`config.mk`:
```
export PLATFORM = sky130hd
export DESIGN_NAME = run_ctrl
export DESIGN_NICKNAME = d
export VERILOG_FILES = /design/src/rtl/run_ctrl.sv
export SDC_FILE = /design/constraint.sdc
export NUM_CORES = 1
export LEC_CHECK = 0
export ABC_AREA = 1
export ABC_CLOCK_PERIOD_IN_PS = 4500
export BUFFER_PORTS_ARGS = -buffer_cell sky130_fd_sc_hd__buf_2
export CAP_MARGIN = 10
export CORE_UTILIZATION = 40
export CTS_CLUSTER_DIAMETER = 40
export DETAILED_ROUTE_END_ITERATION = 12
export GPL_TIMING_DRIVEN = 0
export PLACE_DENSITY = 0.55
export SLEW_MARGIN = 5
export SYNTH_ARGS = -nofsm -noshare
export SYNTH_HDL_FRONTEND = slang
export SYNTH_SLANG_ARGS = --single-unit
export TNS_END_PERCENT = 1
```
`constraint.sdc`:
```
create_clock -name clk_in -period 4.5 [get_ports clk_in]
set_clock_uncertainty 0.15 [all_clocks]
set_input_delay 0.675 -clock clk_in [delete_from_list [all_inputs] [get_ports clk_in]]
set_output_delay 0.675 -clock clk_in [all_outputs]
set_load 0.02 [all_outputs]
```
`src/rtl/run_ctrl.sv`:
```
// Front-panel control: synchronizes, debounces and edge-detects three pushbuttons,
// then drives the divider speed select and the CPU run/pause and single-step controls.
module run_ctrl #(
  parameter int DEBOUNCE_CYCLES = 1000000,
  parameter int CNT_W           = 20
) (
  input  logic       clk_in,
  input  logic       rst,
  input  logic       btn_speed,
  input  logic       btn_run,
  input  logic       btn_step,
  output logic       choose,
  output logic       cpu_run,
  output logic       step_pulse,
  output logic [2:0] btn_state
);

  localparam logic [CNT_W-1:0] CNT_MAX = CNT_W'(DEBOUNCE_CYCLES - 1);
  localparam logic [CNT_W-1:0] CNT_ONE = CNT_W'(1);

  localparam logic [0:0] PAUSE = 1'b0;
  localparam logic [0:0] RUN   = 1'b1;

  localparam int B_SPEED = 0;
  localparam int B_RUN   = 1;
  localparam int B_STEP  = 2;

  logic [2:0]       w_raw;
  logic [2:0]       r_meta_p0;
  logic [2:0]       r_sync_p1;
  logic [CNT_W-1:0] r_cnt_p2 [3];
  logic [2:0]       r_stb_p2;
  logic [2:0]       r_stb_d_p3;
  logic [2:0]       w_ev;
  logic [0:0]       r_state;
  logic [0:0]       w_state_nxt;
  logic             r_choose;
  logic             r_step_pulse;

  assign w_raw = {btn_step, btn_run, btn_speed};

  // Stage 0/1: two-flop synchronizer per button
  always_ff @(posedge clk_in) begin
    if (rst) begin
      r_meta_p0 <= 3'b000;
      r_sync_p1 <= 3'b000;
    end else begin
      r_meta_p0 <= w_raw;
      r_sync_p1 <= r_meta_p0;
    end
  end

  // Stage 2: accept a new level only after DEBOUNCE_CYCLES consecutive disagreeing samples
  always_ff @(posedge clk_in) begin
    for (int i = 0; i < 3; i++) begin
      if (rst) begin
        r_cnt_p2[i] <= '0;
        r_stb_p2[i] <= 1'b0;
      end else if (r_sync_p1[i] == r_stb_p2[i]) begin
        r_cnt_p2[i] <= '0;
      end else if (r_cnt_p2[i] == CNT_MAX) begin
        r_stb_p2[i] <= r_sync_p1[i];
        r_cnt_p2[i] <= '0;
      end else begin
        r_cnt_p2[i] <= r_cnt_p2[i] + CNT_ONE;
      end
    end
  end

  // Stage 3: previous stable level for rising-edge detection
  always_ff @(posedge clk_in) begin
    if (rst) begin
      r_stb_d_p3 <= 3'b000;
    end else begin
      r_stb_d_p3 <= r_stb_p2;
    end
  end

  assign w_ev = r_stb_p2 & ~r_stb_d_p3;

  always_comb begin
    w_state_nxt = r_state;
    case (r_state)
      PAUSE:   if (w_ev[B_RUN]) w_state_nxt = RUN;
      RUN:     if (w_ev[B_RUN]) w_state_nxt = PAUSE;
      default: w_state_nxt = PAUSE;
    endcase
  end

  // Stage 4: control state and registered outputs; run wins over a coincident step
  always_ff @(posedge clk_in) begin
    if (rst) begin
      r_state      <= PAUSE;
      r_choose     <= 1'b0;
      r_step_pulse <= 1'b0;
    end else begin
      r_state      <= w_state_nxt;
      r_choose     <= r_choose ^ w_ev[B_SPEED];
      r_step_pulse <= (r_state == PAUSE) && w_ev[B_STEP] && !w_ev[B_RUN];
    end
  end

  assign choose     = r_choose;
  assign cpu_run    = (r_state == RUN);
  assign step_pulse = r_step_pulse;
  assign btn_state  = r_stb_p2;

endmodule

```
==> impl_summary.md <==
Outcome
The flow ran to the end, and the final reports show no timing, DRC or antenna violations.

Final layout
0 antenna diodes ended up in the layout. The area growth from synthesis to layout is 15.27%. Summing all multi-input logic gate instances after layout gives 0.002059 sq mm.

Of the cells placed in the final design, the portion with a size suffix greater than 1 is 0.07480. Registers take 0.002102 sq mm. The final layout net count is between 600 and 700. The cell area after layout is 0.004856 sq mm. The fill cell total of the finished layout is between 1000 and 1500.

Clock tree
Clock tree synthesis selected as its root buffer the cell sky130_fd_sc_hd__clkbuf_8. The number of clock sinks seen by CTS is 75. Post-CTS timing repair inserted 0 buffers for setup. The quantity of gates resized following cts is 0. The later pin in the worst-skew pair is clocked with a latency of ~350 ps. The worst-case clock buffer depth is 2. The number of clock buffers inserted by TritonCTS is 9.

Clock-pin slew was measured on the worst setup and hold paths at roughly 70 ps. TritonCTS built the clock tree. In this run the number of H-tree levels came out at 3. The number of hold buffers added after CTS was 0.

Global routing
Across every metal layer, demand over resource in global routing totals 0.1650. The via count of the first global-routing pass came to between 3000 and 4000. Entering global routing, the biggest net connects 12 pins. After global routing the overflow that remains totals 0. The number of antenna violations at the first check in global routing is 0.

The first-pass GRT wire length is 14260 um.

Die
The die is around 100 um wide. The region available for standard cell placement spans between 0.01 and 0.015 sq mm. The number of top-level design ports is 11. Measured along the y axis, the die boundary spans 104.6 um. For this configuration, the core starts out at a cell density of 0.4099. The die covers around 0.011 sq mm.

After floorplanning, the core was divided into 37 placement rows.

Min path
The worst hold path begins at r_meta_p0[0]. The terminating pin of the worst hold path is r_sync_p1[0]. The path type of the worst min-delay path is reg2reg. Counting instances, the worst hold path has a depth of 2.

Detailed routing
The residual DRC count is 0. The highest signal layer in the routed design is met4. Summed over all nets, wire length on met3 after detailed routing comes to 263 um. In the routed layout, each cell is associated on average with a via count of 4.471. The final route contains 3358 vias.

The routed design uses around 3600 um of met2 wire. Wires add up to 8056 um. After the first detailed-routing iteration, the DRC count stood at 131. The wire length per cell is between 10 and 15 um. The post-route met1 wirelength is approximately 4000 um.

Before antenna repair, the detailed router went through 5 iterations. In this run the remaining antenna-violating nets after routing total 0.

Synthesis
The per-instance average area after synthesis is slightly below 8 sq um. After synthesis the netlist holds a flip-flop and latch count of 75. The number of instances in the synthesized netlist is 530. The share of the Yosys chip area taken by registers is 0.4990. The post-synthesis cell type count is 29. The Yosys step of the flow raised 0 warnings.

The netlist area before placement is about 0.0042 sq mm.

Placed design
The area after detailed placement is 0.004654 sq mm. At the end of routability-driven placement, the weighted congestion stood at between 0.8 and 0.9. The count of buffers from port buffering is 10.

Summed over all nets, the half-perimeter wirelength after detailed placement is 6131 um.

Pwr
In this run the static leakage power is roughly 1.9 nW. The total power consumption of the routed design is approximately 1.4 mW. The worst ir drop on vdd is roughly 0.15 mV. For this design the ratio of total power to cell area is around 290 mW/mm^2.

STA
Of the available clock period, the critical path in the final layout requires 0.4158. The final number of max-transition violations is 0. Static timing analysis puts the maximum clock frequency at 534.5 MHz. The minimum clock period after layout is 1871 ps. Setup repair after global routing left no endpoint under its margin. Setup violations remaining at the end of the flow were counted as 0. The setup total negative slack is 0 ps. The final hold violation count is 0.

Setup path
STA puts the critical path data required time at ~4500 ps. The register-to-register path setup slack is about 2600 ps. By startpoint and endpoint, the worst setup path is classified as reg2reg. The endpoint identified for the worst register-to-register timing path is r_cnt_p2[1][16]. The worst setup path is launched from a register. The worst setup path is captured at a register. The critical path arrival is 1830 ps. The reg-to-reg critical path startpoint is r_cnt_p2[1][0]. The biggest fanout along the worst timing path is 5.

Counting cells, the worst reg-to-reg path comes to 8.

Flow run
The number of max-capacitance violations reported is 0.
placed cells by master (no fill, tap or decap), types with 2 or more instances in the layout:
| cell | count |
|---|---|
| sky130_fd_sc_hd__xnor2_1 | 17 |
| sky130_fd_sc_hd__clkbuf_1 | 4 |
| sky130_fd_sc_hd__nor2_4 | 3 |
| sky130_fd_sc_hd__nand2_2 | 2 |
| sky130_fd_sc_hd__nand3_2 | 4 |
| sky130_fd_sc_hd__a21oi_1 | 20 |
| sky130_fd_sc_hd__nor3_1 | 4 |
| sky130_fd_sc_hd__nor2_2 | 5 |
| sky130_fd_sc_hd__buf_2 | 12 |
| sky130_fd_sc_hd__o21ai_0 | 4 |
| sky130_fd_sc_hd__ha_1 | 3 |
| sky130_fd_sc_hd__buf_6 | 2 |
| sky130_fd_sc_hd__or2_0 | 2 |
| sky130_fd_sc_hd__clkbuf_8 | 12 |
| sky130_fd_sc_hd__nor2_1 | 139 |
| sky130_fd_sc_hd__conb_1 | 60 |
| sky130_fd_sc_hd__edfxtp_1 | 60 |
| sky130_fd_sc_hd__xor2_1 | 15 |
| sky130_fd_sc_hd__nand2_1 | 125 |
| sky130_fd_sc_hd__dfxtp_1 | 15 |
| sky130_fd_sc_hd__nand3_1 | 33 |
| sky130_fd_sc_hd__nand4_1 | 8 |
| sky130_fd_sc_hd__inv_1 | 58 |
cells in the mapped netlist, drive strengths merged:
| cell type | n | share of area |
|---|---|---|
| dfxtp | 15 | 0.071 |
| nor2 | 147 | 0.14 |
| nand4 | 8 | 0.012 |
| edfxtp | 60 | 0.43 |
| inv | 59 | 0.053 |
| or2 | 3 | 0.0045 |
| nand3 | 37 | 0.049 |
| o21bai | 1 | 0.0018 |
| xor2 | 15 | 0.031 |
| nor3 | 4 | 0.0048 |
| clkbuf | 1 | 0.00089 |
| nor4 | 1 | 0.0015 |
| o21ai | 5 | 0.0068 |
| ha | 3 | 0.0089 |
| nand2 | 128 | 0.12 |
| xnor2 | 17 | 0.035 |
| conb | 1 | 0.00089 |
| a21oi | 20 | 0.024 |
| buf | 5 | 0.011 |
worst max-delay path, cell delays in order (launching register included):
cell,delay (ps)
sky130_fd_sc_hd__edfxtp_1,370
sky130_fd_sc_hd__ha_1,210
sky130_fd_sc_hd__nand3_1,130
sky130_fd_sc_hd__nor2_1,210
sky130_fd_sc_hd__nand2_1,180
sky130_fd_sc_hd__nor2_1,190
sky130_fd_sc_hd__nand3_1,80
sky130_fd_sc_hd__nand2_1,70
sky130_fd_sc_hd__nor2_1,30
state kept, by name, indices dropped and copies added (netlist names):
name,flops
btn_state,3
choose,1
cpu_run,1
r_cnt_p2,60
r_meta_p0,3
r_stb_d_p3,3
r_sync_p1,3
step_pulse,1
final cells by class:
class	instances	share of cell area
timing repair buffer	10	0.01031
sequential	75	0.4329
inverter	59	0.04561
clock buffer	16	0.04148
buffer	6	0.01056
tap	136	0.03504
multi-input combinational	449	0.4241
worst max path at each step:
stage	from	end
final	r_cnt_p2[1][0]	r_cnt_p2[1][16]
after floorplan	r_cnt_p2[2][0]	r_cnt_p2[2][9]
after CTS	r_cnt_p2[0][0]	r_cnt_p2[0][19]
after global placement	rst	r_cnt_p2[2][7]
after detailed placement	rst	r_cnt_p2[2][7]
after global routing	r_cnt_p2[1][0]	r_cnt_p2[1][16]
per-layer routing:
metal | vias to the layer above | GRT usage
met5 | - | 0
met4 | 0 | 0.06841
met3 | 13 | 0.03993
met2 | 42 | 0.2687
met1 | 1514 | 0.2096
li1 | 1789 | -
power by group:
part	total (mW)	internal [mW]	switching (mW)
clock	0.529	0.281	0.249
combinational	0.0692	0.0240	0.0452
sequential	0.799	0.773	0.0261
total	1.40	1.08	0.320
stage by stage:
stage	instances	setup WS, ps	hold slack, ps	util
floorplan	589	2836	222.7	-
global placement	735	2584	244.3	0.4529
detailed placement	735	2559	242.1	0.4529
CTS	751	2586	252.7	0.4725
global route	751	2457	262.0	0.4725
finish	751	2629	251.4	0.4725
logic make-up (layout without fill, tap and decap cells):
family / count (synthesis) / in the layout / synth area share
AO/OA/AOI/OAI: 26 / 26 / 0.03238
XOR/XNOR: 32 / 32 / 0.06653
adder cells (fa/ha/maj): 3 / 3 / 0.008911
buffers and inverters: 65 / 91 / 0.06474
flip-flops: 75 / 75 / 0.4990
other: 1 / 60 / 0.0008901
AND/OR/NAND/NOR: 328 / 328 / 0.3276
No activity file was read; power rests on OpenSTA's default activity.
